[config.mk]
export PLATFORM = sky130hd
export DESIGN_NAME = chacha_xor_stream_flat
export DESIGN_NICKNAME = d
export VERILOG_FILES = /design/src/rtl/chacha_pkg.sv /design/src/rtl/chacha_xor_stream_if.sv /design/src/rtl/reg_256.sv /design/src/rtl/chacha_xor_stream.sv /design/src/flat_wrapper.sv
export SDC_FILE = /design/constraint.sdc
export NUM_CORES = 1
export LEC_CHECK = 0
export BUFFER_PORTS_ARGS = -buffer_cell sky130_fd_sc_hd__clkbuf_2
export CAP_MARGIN = 40
export CORE_AREA = 5 5 236 238
export DETAILED_ROUTE_END_ITERATION = 8
export DIE_AREA = 0 0 241 243
export HOLD_SLACK_MARGIN = 0.02
export PLACE_DENSITY = 0.73
export SYNTH_ARGS = -nofsm -noshare
export SYNTH_HDL_FRONTEND = slang
export SYNTH_SLANG_ARGS = --single-unit
[constraint.sdc]
create_clock -name Clk -period 6.34 [get_ports Clk]
set_clock_uncertainty 0.2 [all_clocks]
set_input_delay 0.634 -clock Clk [delete_from_list [all_inputs] [get_ports Clk]]
set_output_delay 0.634 -clock Clk [all_outputs]
set_load 0.01 [all_outputs]
[src/rtl/chacha_pkg.sv]
// Shared ChaCha stream definitions: word/block geometry, the XOR-stage state
// enum and a keystream word selector (word 0 lives in the top bits).
package chacha_pkg;

  localparam int WORD_W        = 32;
  localparam int WORDS_PER_BLK = 16;
  localparam int BLK_W         = WORD_W * WORDS_PER_BLK;
  localparam int IDX_W         = 4;

  typedef enum logic [0:0] {
    WAIT_KS = 1'b0,
    RUN     = 1'b1
  } chacha_state_e;

  function automatic logic [WORD_W-1:0] ks_word(input logic [BLK_W-1:0] blk,
                                                input logic [IDX_W-1:0] idx);
    logic [WORD_W-1:0] w;
    w = '0;
    for (int i = 0; i < WORDS_PER_BLK; i++) begin
      if (idx == IDX_W'(i)) w = blk[BLK_W-1-WORD_W*i -: WORD_W];
    end
    return w;
  endfunction

endpackage

[src/rtl/chacha_xor_stream_if.sv]
// Keystream, input-word and output-word channels of the XOR stage.
// Handshakes: a word moves on a clock edge where valid and ready are both 1;
// valid never waits on ready, and a raised valid holds its data until it moves.
interface chacha_xor_stream_if;
  import chacha_pkg::*;

  logic                ks_req;
  logic                ks_valid;
  logic [BLK_W-1:0]    ks_block;
  logic [WORD_W-1:0]   din;
  logic                din_valid;
  logic                din_ready;
  logic [WORD_W-1:0]   dout;
  logic                dout_valid;
  logic                dout_ready;
  logic [31:0]         blk_count;

  modport master (
    output ks_valid, ks_block, din, din_valid, dout_ready,
    input  ks_req, din_ready, dout, dout_valid, blk_count
  );

  modport slave (
    input  ks_valid, ks_block, din, din_valid, dout_ready,
    output ks_req, din_ready, dout, dout_valid, blk_count
  );

endinterface

[src/rtl/reg_256.sv]
// Generic load-enabled register with synchronous active-high clear.
module reg_256 #(
  parameter int WIDTH = 256
) (
  input  logic             Clk,
  input  logic             Reset,
  input  logic             load,
  input  logic [WIDTH-1:0] d,
  output logic [WIDTH-1:0] q
);

  always_ff @(posedge Clk) begin
    if (Reset)     q <= '0;
    else if (load) q <= d;
  end

endmodule

[src/rtl/chacha_xor_stream.sv]
// XORs a 32-bit word stream with 512-bit keystream blocks, one keystream word
// per accepted input word, requesting a fresh block after every 16 words.
import chacha_pkg::*;

module chacha_xor_stream (
  input  logic                Clk,
  input  logic                Reset,
  input  logic                Restart,
  chacha_xor_stream_if.slave  io,
  output chacha_state_e       state_dbg
);

  chacha_state_e     state;
  logic [IDX_W-1:0]  idx;
  logic [BLK_W-1:0]  ks_buf;
  logic [WORD_W-1:0] dout_q;
  logic              dout_valid_q;
  logic [31:0]       blk_count_q;
  logic              capture;
  logic              din_ready;
  logic              din_fire;
  logic              dout_fire;
  logic              last_word;

  // Capture only from WAIT_KS so a block in use is never overwritten.
  assign capture   = (state == WAIT_KS) && io.ks_valid && !Restart;
  assign din_ready = (state == RUN) && (!dout_valid_q || io.dout_ready) && !Restart && !Reset;
  assign din_fire  = io.din_valid && din_ready;
  assign dout_fire = dout_valid_q && io.dout_ready;
  assign last_word = (idx == IDX_W'(WORDS_PER_BLK - 1));

  reg_256 #(.WIDTH(BLK_W)) u_ks_buf (
    .Clk   (Clk),
    .Reset (Reset),
    .load  (capture),
    .d     (io.ks_block),
    .q     (ks_buf)
  );

  always_ff @(posedge Clk) begin
    if (Reset) begin
      state        <= WAIT_KS;
      idx          <= '0;
      blk_count_q  <= '0;
      dout_valid_q <= 1'b0;
      dout_q       <= '0;
    end else if (Restart) begin
      state        <= WAIT_KS;
      idx          <= '0;
      blk_count_q  <= '0;
      dout_valid_q <= 1'b0;
    end else begin
      case (state)
        WAIT_KS: begin
          if (io.ks_valid) begin
            state <= RUN;
            idx   <= '0;
          end
        end
        RUN: begin
          if (din_fire) begin
            idx <= idx + 4'd1;
            // Leaving RUN here forces at least one WAIT_KS cycle of din_ready=0.
            if (last_word) begin
              blk_count_q <= blk_count_q + 32'd1;
              state       <= WAIT_KS;
            end
          end
        end
        default: state <= WAIT_KS;
      endcase

      if (din_fire) begin
        dout_q       <= io.din ^ ks_word(ks_buf, idx);
        dout_valid_q <= 1'b1;
      end else if (dout_fire) begin
        dout_valid_q <= 1'b0;
      end
    end
  end

  assign io.ks_req     = (state == WAIT_KS);
  assign io.din_ready  = din_ready;
  assign io.dout       = dout_q;
  assign io.dout_valid = dout_valid_q;
  assign io.blk_count  = blk_count_q;
  assign state_dbg     = state;

endmodule

[src/flat_wrapper.sv]
// flat-port wrapper written by rule: the top's interface ports become plain ports
module chacha_xor_stream_flat 
  (Clk, Reset, Restart, state_dbg, io_ks_valid, io_ks_block, io_din, io_din_valid, io_dout_ready, io_ks_req, io_din_ready, io_dout, io_dout_valid, io_blk_count);
  chacha_xor_stream_if io_i ();
  input  logic Clk;
  input  logic Reset;
  input  logic Restart;
  output chacha_state_e state_dbg;
  input wire logic [$bits(io_i.ks_valid)-1:0] io_ks_valid;
  input wire logic [$bits(io_i.ks_block)-1:0] io_ks_block;
  input wire logic [$bits(io_i.din)-1:0] io_din;
  input wire logic [$bits(io_i.din_valid)-1:0] io_din_valid;
  input wire logic [$bits(io_i.dout_ready)-1:0] io_dout_ready;
  output wire logic [$bits(io_i.ks_req)-1:0] io_ks_req;
  output wire logic [$bits(io_i.din_ready)-1:0] io_din_ready;
  output wire logic [$bits(io_i.dout)-1:0] io_dout;
  output wire logic [$bits(io_i.dout_valid)-1:0] io_dout_valid;
  output wire logic [$bits(io_i.blk_count)-1:0] io_blk_count;
  assign io_i.ks_valid = io_ks_valid;
  assign io_i.ks_block = io_ks_block;
  assign io_i.din = io_din;
  assign io_i.din_valid = io_din_valid;
  assign io_i.dout_ready = io_dout_ready;
  assign io_ks_req = io_i.ks_req;
  assign io_din_ready = io_i.din_ready;
  assign io_dout = io_i.dout;
  assign io_dout_valid = io_i.dout_valid;
  assign io_blk_count = io_i.blk_count;
  chacha_xor_stream u_core (.Clk(Clk), .Reset(Reset), .Restart(Restart), .io(io_i), .state_dbg(state_dbg));
endmodule
[Word level (Yosys, flattened, before mapping)]
Cells that the tools add are included.
Word-level totals
  latch bits: 0
  RAM bits: 0
  register bits after elaboration: 582
  memories: 0
  memory bits (read-only): 0
Operators by class
  reductions and logical operators: 17
  $lt $le $gt $ge: 0
  add/sub/neg operators: 2
  equal/unequal tests: 17
  multiply operators: 0
  mux-type cells: 28
  shift-type cells: 0
  bitwise gates (word level): 3
  divide/modulo/power cells: 0
Operators with widths (number)
  32-bit 2-to-1 mux: 19
  32-bit by 1-bit adder with 32-bit output, second input constant: 1
  4-bit == test, second input constant: 8
  32-bit XOR: 1
  4-bit by 3-bit == test with 1-bit output, second input constant: 4
  4-bit by 2-bit == test with 1-bit output, second input constant: 2
  4-bit 2-to-1 mux: 2
  4-bit one-hot mux with 2 select lines: 1
  1-bit logical AND: 7
  1-bit 2-to-1 mux: 5
  4-bit by 1-bit adder with 4-bit output, second input constant: 1
  4-bit by 1-bit == test with 1-bit output, second input constant: 1
  4-bit logical NOT: 1
  2-bit != test, second input constant: 2
  2-bit AND reduction: 2
  1-bit logical NOT: 3
  3-bit AND reduction: 1
  1-bit inverter: 2
  1-bit one-hot mux with 2 select lines: 1
  2-bit nonzero test: 1
  2-bit OR reduction: 1
  1-bit logical OR: 1

[Depth between registers and ports, before layout]
  depth in word-level cells: 21
  depth in mapped cells: 11
  mapped depth without buffers: 8

[Cells and area by module]
A second synthesis with hierarchy kept.
Unflattened totals
  cell total of the unflattened synthesis: 2928
  area total of the unflattened synthesis: 27572.7 sq um
By module, submodules not included
  reg_256: area each 18546.5 sq um, cells each 1650, sequential area each 10249.8 sq um, instances 1
  chacha_xor_stream: area each 9026.2 sq um, cells each 1278, sequential area each 1401.3 sq um, instances 1

[Worst setup path after synthesis]
OpenSTA, ideal clock, no wires.
  kind: in2reg
  from: input port Reset
  to: register u_core.blk_count_q[27], in the netlist u_core.io.blk_count[27]
  arrival time: 2.062 ns
  cell stages on the path: 9
  setup slack: 3.951 ns
  buffers on the path: 3
  cells stage by stage: clkbuf_1 -> nor2_1 -> and4_1 -> clkbuf_1 -> nand4_1 -> clkbuf_1 -> nor4_1 -> xnor2_1 -> nor2_1
Between the ends
  word-level cells in the longest chain between the ends: 4
  elaborated cells between the ends (all ways): 5
  those cells by class: reduce/logical (5)
RTL lines
  start: declaration: line flat_wrapper.sv:6  | input logic Reset;
  1-bit logical NOT: line chacha_xor_stream.sv:27  | assign din_ready = (state == RUN) && (!dout_valid_q || io.dout_ready) && !Restart && !Reset;
  1-bit logical AND: line chacha_xor_stream.sv:27
  1-bit logical AND: line chacha_xor_stream.sv:28  | assign din_fire = io.din_valid && din_ready;
  3-bit AND reduction (no line)
  end signal: assignment: line chacha_xor_stream.sv:65  | blk_count_q <= blk_count_q + 32'd1;
  end: declaration: line chacha_xor_stream.sv:18  | logic [31:0] blk_count_q;
Several ways; a longest one is shown, not always the timed one.
A chain may end at the register's enable or synchronous reset.

[Worst setup path in the final report]
  from: register u_core.idx[1]
  to: register u_core.dout_q[7], in the netlist u_core.io.dout[7]
Between the ends
  word-level cells in the longest chain between the ends: 21
  elaborated cells between the ends (all ways): 36
  those cells by class: eq/ne (15); mux (19); bitwise (1); reduce/logical (1)
RTL lines
  start: declaration: line chacha_xor_stream.sv:14  | logic [IDX_W-1:0] idx;
  start signal: assignment: line chacha_xor_stream.sv:62  | idx <= idx + 4'd1;
  4-bit logical NOT: line chacha_pkg.sv:20  | if (idx == IDX_W'(i)) w = blk[BLK_W-1-WORD_W*i -: WORD_W];
  32-bit 2-to-1 mux (15 in a row): line chacha_pkg.sv:20
  32-bit 2-to-1 mux *: line chacha_pkg.sv:20
  32-bit 2-to-1 mux *: line chacha_xor_stream.sv:73  | if (din_fire) begin
  32-bit 2-to-1 mux *: line chacha_xor_stream.sv:47  | end else if (Restart) begin
  32-bit 2-to-1 mux *: line chacha_xor_stream.sv:41  | if (Reset) begin
  32-bit XOR *: line chacha_xor_stream.sv:74  | dout_q <= io.din ^ ks_word(ks_buf, idx);
  end signal: assignment: line chacha_xor_stream.sv:74
  end: declaration: line chacha_xor_stream.sv:16  | logic [WORD_W-1:0] dout_q;
Every way passes the cells marked *; elsewhere a longest branch is shown, timed or not. The select of a mux whose other input is x is not followed.

==> impl_table.tex <==
\begin{tabular}{lr}
\hline
Metric & Value \\
\hline
\multicolumn{2}{l}{\textbf{Clock tree}} \\
\quad Insertion delay of the later-clocked pin in the worst-skew pair & 0.63 ns \\
\quad Post-CTS setup buffers & 0 \\
\quad Buffer depth of the longest clock path & 3 \\
\quad Cts repair resizes & 0 \\
\quad CTS Hold Bufs & between 150 and 200 \\
\quad Inserted Clock Buffers & a little under 60 \\
\quad CTS H-Tree Depth & 2 \\
\quad CTS clock-pin slew for the worst setup and hold paths & 0.06 ns \\
\quad Clock tree root buffer cell & sky130\_fd\_sc\_hd\_\_clkbuf\_16 \\
\quad Sinks on the clock net & 582 \\
\quad CTS tree & done \\
\multicolumn{2}{l}{\textbf{Place}} \\
\quad Worst slack, placed & around 2.7 ns \\
\quad Placed cell count & 4,524 \\
\quad Quantity of I/O buffers inserted on ports & 617 \\
\quad HPWL after DPL & 71,780 microns \\
\quad Area of placed instances & 28,860 sq um \\
\quad Final RePlAce weighted congestion & 0.9042 \\
\multicolumn{2}{l}{\textbf{Global route}} \\
\quad Global route total overflow & 0 \\
\quad Routing layer with the top usage in global route & met2 \\
\quad Global routing usage summed across all routing layers & 32.16\% \\
\quad Vias in the first global route & 24,976 \\
\quad First-pass GRT wire length & 148,400 microns \\
\quad GRT met3 Usage & 5.279\% \\
\quad Largest net degree at the start of global routing & 185 \\
\quad Initial antenna violation count & 7 \\
\quad Global Route met1 Usage & about 45\% \\
\quad GRT met2 Usage & 49.88\% \\
\multicolumn{2}{l}{\textbf{Floorplan}} \\
\quad Overall die height & 243 microns \\
\quad Width of the chip & 241 microns \\
\quad Core footprint & 53,390 sq um \\
\quad Initial core utilization & 47.95\% \\
\quad Number of cell rows & 85 \\
\quad Die Outline Area & 58,560 sq um \\
\quad Ports & 618 \\
\multicolumn{2}{l}{\textbf{Yosys}} \\
\quad FF+latch count, synth & 582 \\
\quad Top cell type by total area after synthesis & sky130\_fd\_sc\_hd\_\_dfxtp\_1 \\
\quad Cell types with the largest area share after synthesis & sky130\_fd\_sc\_hd\_\_dfxtp\_1 (46\%), sky130\_fd\_sc\_hd\_\_nand2\_1 (17\%), sky130\_fd\_sc\_hd\_\_a21oi\_1 (13\%) \\
\quad Top cell types by occurrence after synthesis & sky130\_fd\_sc\_hd\_\_nand2\_1 (1,173), sky130\_fd\_sc\_hd\_\_a21oi\_1 (646), sky130\_fd\_sc\_hd\_\_dfxtp\_1 (582) \\
\quad Ys flop type & sky130\_fd\_sc\_hd\_\_dfxtp\_1 \\
\quad Cell area after technology mapping & 25,600 sq um \\
\quad EDFF count, synth & 0 \\
\quad Cells after synthesis & between 3,000 and 4,000 \\
\quad Number of warnings reported in the yosys synthesis log & 0 \\
\quad Fraction of synthesis flops using an asynchronous set or reset pin & 0\% \\
\quad Most frequent cell after synthesis & sky130\_fd\_sc\_hd\_\_nand2\_1 \\
\quad Net count after synthesis & around 4,000 \\
\quad Area share of the largest cell type after synthesis & 45.52\% \\
\quad Post-synthesis cell type count & 53 \\
\quad Sequential-to-total area share from yosys stat & between 40\% and 50\% \\
\quad Per-instance average area after synthesis & 7.343 sq um \\
\multicolumn{2}{l}{\textbf{Setup path}} \\
\quad Cell depth of the worst flop-to-flop path & 9 \\
\quad CP arrival & 3.92 ns \\
\quad Crit Reg-Reg Startpoint & u\_core.idx[1]\$\_SDFFE\_PP0P\_ \\
\quad Critical path launch point & u\_core.idx[1]\$\_SDFFE\_PP0P\_ \\
\quad Worst path required time & 6.62 ns \\
\quad Max Fanout on Critical Path & 85 \\
\quad Worst setup path endpoint & u\_core.io.dout[7]\$\_SDFFE\_PP0P\_ \\
\quad Startpoint type of the worst setup path & flip-flop \\
\quad Worst-case register-to-register setup slack & 2.70 ns \\
\quad Crit end category & flip-flop \\
\quad CP Class & reg2reg \\
\quad End of the worst register-to-register path & u\_core.io.dout[7]\$\_SDFFE\_PP0P\_ \\
\multicolumn{2}{l}{\textbf{Cells and area}} \\
\quad Fraction of layout instances using a drive strength above 1 & approximately a fifth \\
\quad Final instance area & 32,400 sq um \\
\quad Area growth from synthesis to layout & 26.57\% \\
\quad Final core utilization & 60.69\% \\
\quad Net count of the finished layout & 4,605 \\
\quad Final cell count without fillers & 4,799 \\
\multicolumn{2}{l}{\textbf{Timing}} \\
\quad Setup total negative slack & 0 ns \\
\quad Final worst setup slack & 2.696 ns \\
\quad Final Max Tran Viols & 0 \\
\quad Final critical-path share of the clock period & 57.48\% \\
\quad Worst relative slew slack & 34.77\% \\
\quad Final hold violation count & 0 \\
\quad RSZ-0062 raised after global routing & no \\
\quad Setup Viol. Count Final & 0 \\
\quad Peak clock frequency supported by timing & 274.4 MHz \\
\quad Tightest Pin Transition & 0.9784 ns \\
\quad Fin crit period & 3.644 ns \\
\multicolumn{2}{l}{\textbf{Power}} \\
\quad Power density of the placed cells & 251.1 nW/um\^{}2 \\
\quad Largest vdd supply drop & 0.2523 mV \\
\quad Leakage & 12.40 nW \\
\multicolumn{2}{l}{\textbf{Detailed routing}} \\
\quad Post-DR wirelength/cell & 20.99 microns \\
\quad Per-cell via count in the routed design & 5.684 \\
\quad Number of detailed-route iterations in the first pass & 9 \\
\quad Via total after detailed routing & 27,279 \\
\quad Drt initial violations & between 3,000 and 4,000 \\
\quad Number of remaining DRC errors & 0 \\
\quad Aggregate routed wire length & 100,700 microns \\
\quad ANT nets after route & 0 \\
\multicolumn{2}{l}{\textbf{Hold path}} \\
\quad Worst hold path class & in2reg \\
\multicolumn{2}{l}{\textbf{Outcome}} \\
\quad Run status & finished, final reports clean \\
\multicolumn{2}{l}{\textbf{Flow run}} \\
\quad Max\_cap viols & 0 \\
\hline
\end{tabular}
## how the worst min path moves through the flow
stage | start | to | slack, ns | cells past startpoint
3_3_place_gp | u_core.u_ks_buf.q[40]$_SDFFE_PP0P_ | u_core.u_ks_buf.q[40]$_SDFFE_PP0P_ | 0.24 | 2
5_1_grt | io_ks_block[84] | u_core.u_ks_buf.q[84]$_SDFFE_PP0P_ | 0.04 | 3
4_1_cts | io_ks_block[499] | u_core.u_ks_buf.q[499]$_SDFFE_PP0P_ | 0.02 | 3
6_report | io_ks_block[141] | u_core.u_ks_buf.q[141]$_SDFFE_PP0P_ | 0.04 | 3
3_5_place_dp | u_core.u_ks_buf.q[45]$_SDFFE_PP0P_ | u_core.u_ks_buf.q[45]$_SDFFE_PP0P_ | 0.25 | 2
2_1_floorplan | u_core.u_ks_buf.q[100]$_SDFFE_PP0P_ | u_core.u_ks_buf.q[100]$_SDFFE_PP0P_ | 0.24 | 2
## flip-flops by register name, summed over array words and instances (netlist names)
name / flops
u_core.idx: 4
u_core.io.blk_count: 32
u_core.io.dout: 32
u_core.io.dout_valid: 1
u_core.state_dbg: 1
u_core.u_ks_buf.q: 512
## routing by layer
layer	share of wire (%)	vias to the layer above
li1	-	13037
met1	42	12735
met2	45	1293
met3	8.4	214
met4	4.3	0
met5	0	-
## cells in the final DEF (no fill, tap or decap), types with 32 or more instances in the layout
master	count
sky130_fd_sc_hd__clkbuf_16	58
sky130_fd_sc_hd__inv_1	71
sky130_fd_sc_hd__nor2b_1	63
sky130_fd_sc_hd__nor3_1	41
sky130_fd_sc_hd__clkbuf_2	616
sky130_fd_sc_hd__o21ai_0	97
sky130_fd_sc_hd__a21oi_1	646
sky130_fd_sc_hd__a221oi_1	62
sky130_fd_sc_hd__nand3b_1	36
sky130_fd_sc_hd__o211ai_1	33
sky130_fd_sc_hd__nand4_1	38
sky130_fd_sc_hd__nand2_1	1173
sky130_fd_sc_hd__dlygate4sd3_1	162
sky130_fd_sc_hd__dfxtp_1	582
sky130_fd_sc_hd__o22ai_1	32
## layout make-up
cell class              count  area, sq um
fillers                  4835        20990
repair buffers            819         5137
well taps                 696        870.8
inverters                  72        270.3
multi-input cells        2517        12550
clock buffers              84         1689
clock inverters            22        211.5
flip-flops and latches    582        11650
diodes                      7        17.52
## where the power goes
group	switching, W	leakage (nW)	total [W]	internal, W
clock	0.00150	0.951	0.00346	0.00197
sequential	0.0000914	4.74	0.00390	0.00381
combinational	0.000446	6.70	0.000772	0.000326
## worst max-delay path, stage by stage (launching register included)
cell	delay (ns)
sky130_fd_sc_hd__dfxtp_1	0.37
sky130_fd_sc_hd__inv_1	0.17
sky130_fd_sc_hd__ha_4	0.72
sky130_fd_sc_hd__buf_4	0.55
sky130_fd_sc_hd__nand3b_1	0.17
sky130_fd_sc_hd__a221oi_1	0.09
sky130_fd_sc_hd__a221oi_1	0.61
sky130_fd_sc_hd__o22ai_1	0.36
sky130_fd_sc_hd__nand2_1	0.13
sky130_fd_sc_hd__o211ai_1	0.09
## per-stage QoR
step | total power (W) | hold WS [ns]
after floorplan | 0.004305 | 0.2360
after global placement | 0.004638 | 0.2414
after detailed placement | 0.004652 | 0.2460
after CTS | 0.008159 | 0.02012
after global routing | 0.008423 | 0.03561
final | 0.008136 | 0.03842
## kinds of logic after synthesis
family	count (synthesis)	share of synthesized area, %
and+or+nand+nor	1443	23.61
AOI/OAI and AO/OA	1039	23.86
DFF	582	45.52
buffers and inverters	387	5.743
xor gates and xnor gates	29	0.9922
adders and majority gates	5	0.2444
muxes	1	0.03910
Note: power is estimated with default switching activity, not from simulation.
